$ cat src/rtl/can_bsp_gen_if.sv
// Bundle of the CAN bit-stream processor signals between the frame controller and can_bsp_gen.
// master drives the per-bit controls; slave is the bit-stream processor itself.
interface can_bsp_gen_if #(
   parameter int unsigned WIDTH = 8,
   parameter int unsigned PW    = $clog2(WIDTH)
);
   logic             bit_en;
   logic             halt;
   logic             tx_mode;
   logic             rx_bit;
   logic [WIDTH-1:0] tx_word;
   logic             frame_start;
   logic             rewind;
   logic [1:0]       rewind_step;
   logic             crc_en;
   logic             tx_bit;
   logic [WIDTH-1:0] rx_word;
   logic [PW-1:0]    ptr;
   logic             word_done;
   logic [3:0]       word_cnt;
   logic [14:0]      crc;

   modport master (
      output bit_en, halt, tx_mode, rx_bit, tx_word, frame_start, rewind, rewind_step, crc_en,
      input  tx_bit, rx_word, ptr, word_done, word_cnt, crc
   );

   modport slave (
      input  bit_en, halt, tx_mode, rx_bit, tx_word, frame_start, rewind, rewind_step, crc_en,
      output tx_bit, rx_word, ptr, word_done, word_cnt, crc
   );
endinterface

$ cat src/rtl/can_bsp_gen.sv
// CAN bit-stream processor: serialises/deserialises WIDTH-bit words one bit per bit_en,
// tracks completed words and accumulates the CAN CRC-15 over the bus bits.
module can_bsp_gen #(
   parameter int unsigned WIDTH     = 8,
   parameter int unsigned PW        = $clog2(WIDTH),
   parameter bit          LSB_FIRST = 1'b0
) (
   input  logic         clk,
   input  logic         reset,
   can_bsp_gen_if.slave bus
);
   localparam logic [PW-1:0] START = LSB_FIRST ? PW'(0) : PW'(WIDTH - 1);
   localparam logic [PW-1:0] LAST  = LSB_FIRST ? PW'(WIDTH - 1) : PW'(0);
   localparam int unsigned   XW    = PW + 2;
   localparam logic [XW-1:0] W1    = XW'(WIDTH);
   localparam logic [XW-1:0] W2    = XW'(2 * WIDTH);

   logic [PW-1:0]    r_ptr;
   logic [WIDTH-1:0] r_rx_word;
   logic [3:0]       r_word_cnt;
   logic [14:0]      r_crc;
   logic             r_word_done;

   logic             w_tx_bit;
   logic             w_accept;
   logic             w_last;
   logic             w_bus_bit;
   logic [14:0]      w_crc_step;
   logic [XW-1:0]    w_rw_raw;
   logic [XW-1:0]    w_rw_mod;
   logic [PW-1:0]    w_rw_ptr;
   logic [PW-1:0]    w_step_ptr;

   assign w_tx_bit   = bus.tx_word[r_ptr];
   assign w_accept   = bus.bit_en & ~bus.halt & ~bus.frame_start & ~bus.rewind;
   assign w_last     = (r_ptr == LAST);
   assign w_bus_bit  = bus.tx_mode ? w_tx_bit : bus.rx_bit;
   assign w_crc_step = {r_crc[13:0], 1'b0} ^ ((w_bus_bit ^ r_crc[14]) ? 15'h4599 : 15'h0000);

   // Rewind runs against the counting direction; the 2*WIDTH bias keeps the LSB-first case
   // non-negative, and the raw value is always below 3*WIDTH so two range checks suffice.
   always_comb begin
      if (LSB_FIRST) begin
         w_rw_raw = XW'(r_ptr) + W2 - XW'(bus.rewind_step);
      end else begin
         w_rw_raw = XW'(r_ptr) + XW'(bus.rewind_step);
      end
      if (w_rw_raw >= W2) begin
         w_rw_mod = w_rw_raw - W2;
      end else if (w_rw_raw >= W1) begin
         w_rw_mod = w_rw_raw - W1;
      end else begin
         w_rw_mod = w_rw_raw;
      end
      w_rw_ptr = w_rw_mod[PW-1:0];
   end

   always_comb begin
      if (LSB_FIRST) begin
         w_step_ptr = r_ptr + PW'(1);
      end else begin
         w_step_ptr = r_ptr - PW'(1);
      end
   end

   always_ff @(posedge clk or posedge reset) begin
      if (reset) begin
         r_ptr       <= START;
         r_rx_word   <= '0;
         r_word_cnt  <= 4'd0;
         r_crc       <= 15'h0000;
         r_word_done <= 1'b0;
      end else begin
         r_word_done <= 1'b0;
         if (bus.bit_en && bus.frame_start) begin
            r_ptr      <= START;
            r_word_cnt <= 4'd0;
            r_crc      <= 15'h0000;
         end else if (bus.bit_en && bus.rewind) begin
            r_ptr <= w_rw_ptr;
         end else if (w_accept) begin
            if (!bus.tx_mode) begin
               r_rx_word[r_ptr] <= bus.rx_bit;
            end
            if (bus.crc_en) begin
               r_crc <= w_crc_step;
            end
            if (w_last) begin
               r_ptr       <= START;
               r_word_done <= 1'b1;
               if (r_word_cnt != 4'hF) begin
                  r_word_cnt <= r_word_cnt + 4'd1;
               end
            end else begin
               r_ptr <= w_step_ptr;
            end
         end
      end
   end

   assign bus.tx_bit    = w_tx_bit;
   assign bus.rx_word   = r_rx_word;
   assign bus.ptr       = r_ptr;
   assign bus.word_done = r_word_done;
   assign bus.word_cnt  = r_word_cnt;
   assign bus.crc       = r_crc;
endmodule

$ cat src/flat_wrapper.sv
// flat-port wrapper written by rule: the top's interface ports become plain ports
module can_bsp_gen_flat 
#(
   parameter int unsigned WIDTH     = 8,
   parameter int unsigned PW        = $clog2(WIDTH),
   parameter bit          LSB_FIRST = 1'b0
)
  (clk, reset, bus_bit_en, bus_halt, bus_tx_mode, bus_rx_bit, bus_tx_word, bus_frame_start, bus_rewind, bus_rewind_step, bus_crc_en, bus_tx_bit, bus_rx_word, bus_ptr, bus_word_done, bus_word_cnt, bus_crc);
  can_bsp_gen_if #(.WIDTH(WIDTH), .PW(PW)) bus_i ();
  input  logic clk;
  input  logic reset;
  input wire logic [$bits(bus_i.bit_en)-1:0] bus_bit_en;
  input wire logic [$bits(bus_i.halt)-1:0] bus_halt;
  input wire logic [$bits(bus_i.tx_mode)-1:0] bus_tx_mode;
  input wire logic [$bits(bus_i.rx_bit)-1:0] bus_rx_bit;
  input wire logic [$bits(bus_i.tx_word)-1:0] bus_tx_word;
  input wire logic [$bits(bus_i.frame_start)-1:0] bus_frame_start;
  input wire logic [$bits(bus_i.rewind)-1:0] bus_rewind;
  input wire logic [$bits(bus_i.rewind_step)-1:0] bus_rewind_step;
  input wire logic [$bits(bus_i.crc_en)-1:0] bus_crc_en;
  output wire logic [$bits(bus_i.tx_bit)-1:0] bus_tx_bit;
  output wire logic [$bits(bus_i.rx_word)-1:0] bus_rx_word;
  output wire logic [$bits(bus_i.ptr)-1:0] bus_ptr;
  output wire logic [$bits(bus_i.word_done)-1:0] bus_word_done;
  output wire logic [$bits(bus_i.word_cnt)-1:0] bus_word_cnt;
  output wire logic [$bits(bus_i.crc)-1:0] bus_crc;
  assign bus_i.bit_en = bus_bit_en;
  assign bus_i.halt = bus_halt;
  assign bus_i.tx_mode = bus_tx_mode;
  assign bus_i.rx_bit = bus_rx_bit;
  assign bus_i.tx_word = bus_tx_word;
  assign bus_i.frame_start = bus_frame_start;
  assign bus_i.rewind = bus_rewind;
  assign bus_i.rewind_step = bus_rewind_step;
  assign bus_i.crc_en = bus_crc_en;
  assign bus_tx_bit = bus_i.tx_bit;
  assign bus_rx_word = bus_i.rx_word;
  assign bus_ptr = bus_i.ptr;
  assign bus_word_done = bus_i.word_done;
  assign bus_word_cnt = bus_i.word_cnt;
  assign bus_crc = bus_i.crc;
  can_bsp_gen #(.WIDTH(WIDTH), .PW(PW), .LSB_FIRST(LSB_FIRST)) u_core (.clk(clk), .reset(reset), .bus(bus_i));
endmodule
$ cat config.mk
export PLATFORM = sky130hd
export DESIGN_NAME = can_bsp_gen_flat
export DESIGN_NICKNAME = d
export VERILOG_FILES = /design/src/rtl/can_bsp_gen_if.sv /design/src/rtl/can_bsp_gen.sv /design/src/flat_wrapper.sv
export SDC_FILE = /design/constraint.sdc
export NUM_CORES = 1
export LEC_CHECK = 0
export CAP_MARGIN = 20
export CORE_AREA = 3 3 70 72
export DETAILED_ROUTE_END_ITERATION = 7
export DIE_AREA = 0 0 73 75
export GPL_ROUTABILITY_DRIVEN = 0
export GPL_TIMING_DRIVEN = 1
export PLACE_DENSITY_LB_ADDON = 0.12
export SYNTH_ARGS = -nofsm -noshare
export SYNTH_HDL_FRONTEND = slang
export SYNTH_SLANG_ARGS = --single-unit
$ cat constraint.sdc
create_clock -name clk -period 2.1 [get_ports clk]
set_clock_uncertainty 0.15 [all_clocks]
set_input_delay 0.525 -clock clk [delete_from_list [all_inputs] [get_ports clk]]
set_output_delay 0.525 -clock clk [all_outputs]
set_load 0.03 [all_outputs]
==> results of run 1 <==
-- final timing paths --
check | slack [ns] | cells past startpoint | endpoint | from
max in group asynchronous | 1.01 | 3 | u_core.bus.ptr[2]$_DFFE_PP1P_ | reset
min | 0.35 | 2 | u_core.bus.crc[13]$_DFFE_PP0P_ | u_core.bus.crc[12]$_DFFE_PP0P_
min reg2reg | 0.35 | 2 | u_core.bus.crc[13]$_DFFE_PP0P_ | u_core.bus.crc[12]$_DFFE_PP0P_
max | -0.22 | 4 | bus_tx_bit | u_core.bus.ptr[0]$_DFFE_PP1P_
min in group asynchronous | 0.47 | 3 | u_core.bus.word_cnt[2]$_DFFE_PP0P_ | reset
max reg2reg | 0.08 | 6 | u_core.bus.ptr[1]$_DFFE_PP1P_ | u_core.bus.ptr[0]$_DFFE_PP1P_
-- flip-flops by register name (all words and copies together), names as in the netlist --
| register | count |
|---|---|
| u_core.bus.crc | 15 |
| u_core.bus.rx_word | 8 |
| u_core.bus.word_cnt | 4 |
| u_core.bus.word_done | 1 |
| u_core.bus.ptr | 3 |
-- timing repair --
item / CTS / global route
resized for setup: 17 / 7
endpoints found under the setup margin: 26 / 14
hold endpoints to repair: 0 / 0
setup buffers: 1 / 1
pin swaps: 6 / 3
-- cell usage after synthesis, drive strengths merged (3+ instances only) --
library cell,instances,area [um^2]
xnor2,4,35.0
nand2b,7,43.8
nand2,24,90.1
a31oi,3,18.8
ha,4,50.1
o21ai,6,30.0
xor2,11,96.3
inv,5,18.8
nor2,18,70.1
dfrtp,28,701
a22oi,5,37.5
a21oi,5,25.0
clkbuf,4,15.0
buf,4,27.5
nand4,5,31.3
o211ai,3,22.5
o22a,4,35.0
dfstp,3,78.8
xnor3,3,67.6
nand3,12,60.1
mux2,12,135
mux2i,6,60.1
-- layer usage --
layer	GRT usage, %	vias up
met3	4.41	7
met2	30.3	42
li1	-	841
met1	25.5	815
met5	0	-
met4	5.53	0
-- layout by cell type, fill, tap and decap left out, drive strengths merged, types with 2 or more instances in the layout --
| cell type | count |
|---|---|
| dfstp | 3 |
| buf | 32 |
| nand2b | 7 |
| nand4 | 5 |
| and2 | 2 |
| dfrtp | 28 |
| dlygate4sd2 | 10 |
| clkdlybuf4s50 | 34 |
| nor3 | 2 |
| nor2b | 2 |
| a22oi | 5 |
| o22ai | 2 |
| nand3 | 12 |
| xnor2 | 4 |
| o211ai | 3 |
| clkbuf | 8 |
| nand2 | 24 |
| o22a | 4 |
| xnor3 | 3 |
| inv | 5 |
| a31oi | 3 |
| mux2i | 6 |
| mux2 | 12 |
| o21ai | 6 |
| dlymetal6s2s | 3 |
| xor2 | 11 |
| ha | 4 |
| a21oi | 5 |
| nor2 | 18 |
-- metrics by stage --
stage | setup slack [ns] | hold WS (ns)
after global routing | -0.275 | 0.383
final | -0.219 | 0.350
after floorplan | -0.0518 | 0.401
after global placement | -0.363 | 0.332
after detailed placement | -0.423 | 0.335
after CTS | -0.255 | 0.352
-- power groups by stage --
| stage | Clock [uW] | Combinational, uW | Sequential [uW] |
|---|---|---|---|
| 2_1_floorplan | 0 | 292 | 774 |
| 3_3_place_gp | 0 | 598 | 702 |
| 3_5_place_dp | 0 | 600 | 703 |
| 4_1_cts | 531 | 614 | 694 |
| 5_1_grt | 562 | 674 | 703 |
| 6_report | 515 | 622 | 693 |
-- final cells by class --
type | instances | area, um^2 | share of cell area [%]
Clock buffer | 8 | 100 | 3.56
Inverter | 5 | 18.8 | 0.667
Multi-Input combinational cell | 150 | 1140 | 40.6
Sequential cell | 31 | 779 | 27.7
Tap cell | 52 | 65.1 | 2.31
Timing Repair Buffer | 79 | 709 | 25.2
-- critical path: stages (launching register included) --
cell and delay [ns]:
dfstp_2 0.62, mux2_4 0.34, o22ai_4 0.20, nor2_4 0.07, buf_6 0.14
-- cells by family (layout without fill, tap and decap cells) --
logic type	after synthesis	count (layout)	synth area share (%)
buffers and inverters	13	92	3.20
multiplexers	18	18	10.2
XOR/XNOR	18	18	10.4
AO/OA/AOI/OAI	31	31	11.7
AND/OR/NAND/NOR	78	78	20.1
adder cells (fa/ha/maj)	5	5	3.66
flip-flops	31	31	40.7
==> metrics.cfg, run 1 <==
[global_routing]
grt_pass1_wl_mm=8.02
grt.total_usage_pct=18.9
grt_pass1_vias=1764
grt_max_degree=32
antenna_found_initial=0
grt-ovfl-total=0

[clocking]
postCtsHoldBufs=0
cts_max_level=2
cts_tree=done
root_buffer=clkbuf_8
cts_made_buffers=5
clkTransAtPathRegs_ns=0.07
cts.sinks=31
clkLatencyLatePin_ns=0.28
cts_buffer_depth=2

[timing]
period_minus_slack_ns=2.32
slew_headroom_pct=58.6
finalCritPeriodShare_pct=110
fmax_mhz=431
tightest_slew_ns=0.615
final-hold-violation-count=0
rsz0062_at_grt=yes
timing.final.ws_setup_ns=-0.219
setup-tns-final_ns=-0.219
setup_viol=1
drv_slew=0

[yosys]
synth_edf_count=0
synth.distinct_cells=40
synth_nets=218
synth_area_um2=1910
synth.avg_cell_area_um2=9.87
synth-seq-cells=31
synthArstFlopShare_pct=100
yosys_most_used_dff=dfrtp_1
ys.warnings.count=0
syn_inst=194
ys_seq_area_share_pct=40.7

[placement]
hpwl_mm=3.51
place_area_um2=2660
io_buffer_count=50
dp_cells=315

[layout]
drive_gt1_share_pct=23.4
fillers=376
antenna_cells=0
utilization_pct=64.7
final_area_um2=2820
nNetsFinal=296
area_growth_pct=47.1
fin_cells=325

[floorplanning]
dieWidth_um=73
initial_core_util_pct=44.0
design.core.area_um2=4350
io_pins=51
rows=24
die_h_um=75
dieArea_um2=5480

[pwr]
power_frac_comb_pct=34.0
power_density_nw_per_um2=650
p_sw_share_pct=32.0
clkPwrFrac_pct=28.1
p_total_uw=1830
p_int_uw=1250
irDropWorstVdd_v=0.000368
power_leakage_uw=0.00138
switching_power_uw=585
seq_power_share_pct=37.9

[worst_setup_path]
cp_max_fo=6
critical_path_class=flop to primary output
cp.arrival_ns=1.64
cp_data_required_time_ns=1.42
cp-start-kind=flop
crit_path_end_kind=primary output

[detailed_routing]
firstDrtPassIters=4
highest_layer=met4
routedWlPerCell_um=14.3
wl_met3_um=206
drt_iter0_drc=68
ant_nets=0
vias_per_cell=5.25
routed_wirelength_mm=4.65
vias=1705
wl_met2_mm=2.16
wl_met1_mm=2.22
drc=0

[outcome]
violations=setup timing
status=finished with violations

[min_path]
min_path_type=flop to flop

[flow_run]
drv_cap=0

Power figures use the tool's default switching activity.
==> run 2, diff against run 1 <==
CORE_AREA = 3 3 67 69   (was 3 3 70 72)
DIE_AREA = 0 0 70 72   (was 0 0 73 75)
SLEW_MARGIN = 20   (was not set)
clock period = 2.8 ns   (was 2.1 ns; I/O delays follow)
==> metrics.cfg, run 2 (same netlist as run 1, synthesis figures left out) <==
[floorplanning]
dieWidth_um=70
design.core.area_um2=3970
rows=23
die_h_um=72
initial_core_util_pct=48.2
io_pins=51
dieArea_um2=5040

[pwr]
p_total_uw=1300
irDropWorstVdd_v=0.000297
power_leakage_uw=0.00120
power_density_nw_per_um2=492

[worst_setup_path]
critical_path_class=input port to primary output
crit_path_end_kind=primary output
cp_data_required_time_ns=1.95
path_cells=clkdlybuf4s50_1, mux2_2, o22ai_1, nor2_2, buf_4
cp_slowest_cell=clkdlybuf4s50_1
r2r_slack_ns=0.67
cp_num_buf_inv=2
cp.arrival_ns=1.87
max_stage_delay_ns=0.41
cp-start-kind=input port
cp_max_fo=2
crit_family=buffers and inverters

[timing]
period_minus_slack_ns=2.72
setup-tns-final_ns=0
drv_slew=0
slew_headroom_pct=60.3
tightest_slew_ns=0.594
finalCritPeriodShare_pct=97.2
setup_viol=0
rsz0062_at_grt=no
fmax_mhz=367
final-hold-violation-count=0

[clocking]
clkLatencyLatePin_ns=0.28
cts_made_buffers=5
cts_buffer_depth=2
cts.sinks=31
cts_max_level=2
root_buffer=clkbuf_8
cts_tree=done
clkTransAtPathRegs_ns=0.06

[placement]
hpwl_mm=3.47
io_buffer_count=50

[layout]
utilization_pct=66.6
largest_reg_flops=15
nNetsFinal=283
layout_commonest_cell=clkdlybuf4s50_1
antenna_cells=0
drive_gt1_share_pct=17.4
area_growth_pct=38.2
layout_common_cells=clkdlybuf4s50_1 (49), dfrtp_1 (28), nand2_1 (24), nor2_1 (17), buf_4 (17)

[detailed_routing]
firstDrtPassIters=4
drt_iter0_drc=76
routed_wirelength_mm=4.58
drc=0
vias=1646
ant_nets=0
routedWlPerCell_um=14.8
vias_per_cell=5.33

[global_routing]
grt_max_degree=32
grt.total_usage_pct=19.6
grt_pass1_wl_mm=7.90
antenna_found_initial=0
grt-ovfl-total=0
grt_pass1_vias=1663

[flow_run]
drv_cap=0

[outcome]
status=finished, final reports clean

[min_path]
min_path_type=flop to flop

[run 2: cell types whose count changed in the layout (fill, tap and decap cells not counted), sizes merged]
| cell | before | now |
|---|---|---|
| clkinv | 0 | 1 |
| buf | 32 | 17 |
| dlymetal6s2s | 3 | 0 |
| clkdlybuf4s50 | 34 | 49 |
| dlygate4sd2 | 10 | 0 |
| clkbuf | 8 | 6 |
[run 2: routing by layer]
layer | part of all wire [%] | vias to the layer above | wire length (um) | track usage, %
li1 | - | 811 | - | -
met2 | 49 | 39 | 2270 | 32.6
met1 | 45 | 791 | 2060 | 25.8
met5 | 0 | - | 0 | 0
met3 | 4.7 | 5 | 215 | 5.68
met4 | 0.96 | 0 | 44 | 3.83
[run 2: what timing repair did]
action / 4_1_cts / 5_1_grt
resized for setup: 0 / 1
setup endpoints to repair: 0 / 1
buffers inserted: 0 / 0
hold buffers: 0 / 0
[run 2: area by class of cell]
cell class	count	area [um^2]
repair buffers	66	618
clock inverters	1	5.00
multi-input cells	150	1080
fillers	350	1330
well taps	50	62.6
inverters	5	18.8
clock buffers	6	82.6
flip-flops and latches	31	779
[run 2: per-stage QoR]
step                area (um^2)  instances  worst slack [ns]  hold WS, ns
global placement           2550        302            0.0942        0.335
finish                     2650        309            0.0784        0.358
global route               2650        309            0.0155        0.379
detailed placement         2550        302            0.0410        0.334
CTS                        2640        309            0.0561        0.356
floorplan                  1910        194             0.359        0.401
[run 2: power breakdown]
part	switching, uW	internal [uW]
logic	220	203
clock network	165	193
registers	36.5	484
total	422	880
[run 2: worst paths after layout]
check | from | end | depth (start not counted)
worst max-delay path | bus_tx_word[0] | bus_tx_bit | 5
worst min-delay path | u_core.bus.crc[0]$_DFFE_PP0P_ | u_core.bus.crc[1]$_DFFE_PP0P_ | 2
worst max register to register | u_core.bus.ptr[0]$_DFFE_PP1P_ | u_core.bus.crc[14]$_DFFE_PP0P_ | 6
worst min register to register | u_core.bus.crc[0]$_DFFE_PP0P_ | u_core.bus.crc[1]$_DFFE_PP0P_ | 2
max in group asynchronous | reset | u_core.bus.ptr[2]$_DFFE_PP1P_ | 3
min in group asynchronous | reset | u_core.bus.word_cnt[0]$_DFFE_PP0P_ | 3
[run 2: worst min-delay path: cells and delay by family, from the launching register on]
family / cells / cell delay (ns)
flip-flops: 1 / 0.37
AND/OR/NAND/NOR: 2 / 0.11
==> run 3, diff against run 2 <==
ABC_AREA = 1   (was not set)
ABC_CLOCK_PERIOD_IN_PS = 2800   (was not set)
CORE_AREA = 3 3 64 66   (was 3 3 67 69)
CTS_BUF_LIST = sky130_fd_sc_hd__clkbuf_8   (was not set)
DIE_AREA = 0 0 67 69   (was 0 0 70 72)
==> metrics.cfg, run 3 <==
[min_path]
holdPathStages=2
min_path_type=flop to flop

[yosys]
synthMostInstantiatedCell=nand2_1
synth_compound_area_share_pct=12.4
synth_edf_count=0
synth_area_leaders=dfrtp_1 (41%), nand2_1 (7.9%), inv_1 (7.5%), nand3_1 (7.3%), dfstp_2 (4.6%)
synth_nets=229
synth-seq-cells=31
synthMuxAreaShare_pct=0
synth_top_family_by_area=simple AND/OR/NAND/NOR gates
syn_inst=205
ys_seq_area_share_pct=45.5
yosys.area_share.simple_pct=28.1
yosys_most_used_dff=dfrtp_1
synth.distinct_cells=28
synth_area_um2=1710
synth.avg_cell_area_um2=8.35
synth_top_area_share_pct=40.9
synthAdderAreaFrac_pct=4.09
synthArstFlopShare_pct=100
synth_xor_area_share_pct=0.512
ys.warnings.count=0
synthTopCellsByCount=nand2_1 (36), inv_1 (34), dfrtp_1 (28)
synth_top_area_cell=dfrtp_1

[worst_setup_path]
max_stage_delay_ns=0.46
cp.arrival_ns=1.70
crit_family=buffers and inverters
r2r-end=u_core.bus.crc[4]$_DFFE_PP0P_
timing.rr.start=u_core.bus.ptr[1]$_DFFE_PP1P_
crit_path_end_kind=primary output
reg2reg_depth=11
cp_data_required_time_ns=1.95
cp_num_buf_inv=4
crit_cells=8
critical_path_class=input port to primary output
cp_max_fo=2
cp-start-kind=input port
crit_start=bus_tx_word[2]
cp_slowest_cell=clkdlybuf4s50_1
r2r_slack_ns=0.92
crit_path_end=bus_tx_bit
path_cells=clkdlybuf4s50_1, inv_1, nand2_1, nand3_2, nand2_2, inv_2, nand2_4, buf_4

[clocking]
cts_setup_buffers=0
postCtsHoldBufs=0
cts_max_level=2
ctsResizeCount=0
root_buffer=clkbuf_8
clkLatencyLatePin_ns=0.28
clkTransAtPathRegs_ns=0.07
cts_made_buffers=5
cts.sinks=31
cts_tree=done
cts_buffer_depth=2

[timing]
tightest_slew_ns=0.392
period_minus_slack_ns=2.55
setup_viol=0
finalCritPeriodShare_pct=91.2
fmax_mhz=391
slew_headroom_pct=73.9
setup-tns-final_ns=0
final-hold-violation-count=0
drv_slew=0
rsz0062_at_grt=no

[floorplanning]
io_pins=51
dieWidth_um=67
design.core.area_um2=3630
die_h_um=69
rows=22
initial_core_util_pct=47.1
dieArea_um2=4620

[pwr]
p_total_uw=1690
power_density_nw_per_um2=711
power_leakage_uw=0.00112
irDropWorstVdd_v=0.000391

[layout]
layout_commonest_cell=clkdlybuf4s50_1
largest_reg_flops=15
layout_common_cells=clkdlybuf4s50_1 (49), nand2_1 (36), inv_1 (34), dfrtp_1 (28), nand3_1 (25)
antenna_cells=0
fillers=332
nNetsFinal=288
drive_gt1_share_pct=14.7
area_growth_pct=38.8

[global_routing]
grt.total_usage_pct=18.7
grt_pass1_vias=1549
grt-ovfl-total=0
grt_max_degree=32
antenna_found_initial=0
grt_pass1_wl_mm=6.92

[detailed_routing]
vias=1564
vias_per_cell=5.00
routedWlPerCell_um=12.4
firstDrtPassIters=4
drc=0
ant_nets=0
drt_iter0_drc=94
routed_wirelength_mm=3.89

[placement]
io_buffer_count=50
hpwl_mm=2.94

[flow_run]
drv_cap=0

[outcome]
status=finished, final reports clean

==> run 3: changes by cell type in the layout (fill, tap and decap cells not counted), sizes merged, moves of 6 or more <==
cell / delta
nand2: +18
xor2: -10
mux2: -12
nand3: +18
nand2b: -7
buf: -13
a21oi: +6
mux2i: -6
inv: +35
==> run 3: cell families (layout without fill, tap and decap cells) <==
kind of cell | after synthesis | count (layout)
simple gates | 89 | 89
buf+inv | 42 | 102
compound gates | 37 | 37
flops | 31 | 31
fa+ha+maj | 5 | 5
xor+xnor | 1 | 1
==> run 3: worst min-delay path by stage <==
stage                                          endpoint                           from
after floorplan           u_core.bus.ptr[1]$_DFFE_PP1P_  u_core.bus.ptr[1]$_DFFE_PP1P_
after global placement    u_core.bus.crc[4]$_DFFE_PP0P_  u_core.bus.crc[4]$_DFFE_PP0P_
after detailed placement  u_core.bus.crc[8]$_DFFE_PP0P_  u_core.bus.crc[8]$_DFFE_PP0P_
after CTS                 u_core.bus.crc[8]$_DFFE_PP0P_  u_core.bus.crc[8]$_DFFE_PP0P_
after global routing      u_core.bus.crc[5]$_DFFE_PP0P_  u_core.bus.crc[4]$_DFFE_PP0P_
final                     u_core.bus.crc[4]$_DFFE_PP0P_  u_core.bus.crc[4]$_DFFE_PP0P_
==> run 3: per-stage QoR <==
stage / utilization [%] / std cells / cell area (um^2) / hold slack (ns) / worst slack, ns
6_report: 65.4 / 313 / 2380 / 0.371 / 0.246
3_3_place_gp: 62.9 / 305 / 2290 / 0.348 / 0.254
5_1_grt: 65.4 / 313 / 2380 / 0.400 / 0.165
4_1_cts: 65.4 / 313 / 2380 / 0.372 / 0.244
2_1_floorplan: - / 205 / 1710 / 0.486 / 0.689
3_5_place_dp: 62.9 / 305 / 2290 / 0.355 / 0.228
==> run 3: tightest hold or removal path, delay by kind of cell, from the launching register on <==
family	cells	cell delay [ns]
flops	1	0.37
simple gates	2	0.12
==> run 3: area by class of cell <==
cell class | count | area (um^2) | share of cell area, %
Multi-Input combinational cell | 132 | 773 | 32.5
Clock inverter | 3 | 20.0 | 0.843
Clock buffer | 5 | 68.8 | 2.90
Timing Repair Buffer | 53 | 520 | 21.9
Sequential cell | 31 | 779 | 32.8
Inverter | 41 | 154 | 6.48
Tap cell | 48 | 60.1 | 2.53
==> run 3: layer usage <==
metal / up-vias / share of wire [%] / global-route usage (%)
met5: - / 0 / 0
met4: 0 / 0.36 / 3.83
met3: 4 / 5.1 / 4.40
met2: 46 / 46 / 28.2
met1: 722 / 49 / 27.4
li1: 792 / - / -
==> run 3: where the power goes <==
group	switching, uW	internal [uW]
Clock	177	173
Combinational	448	291
Sequential	72.9	527
Total	698	991
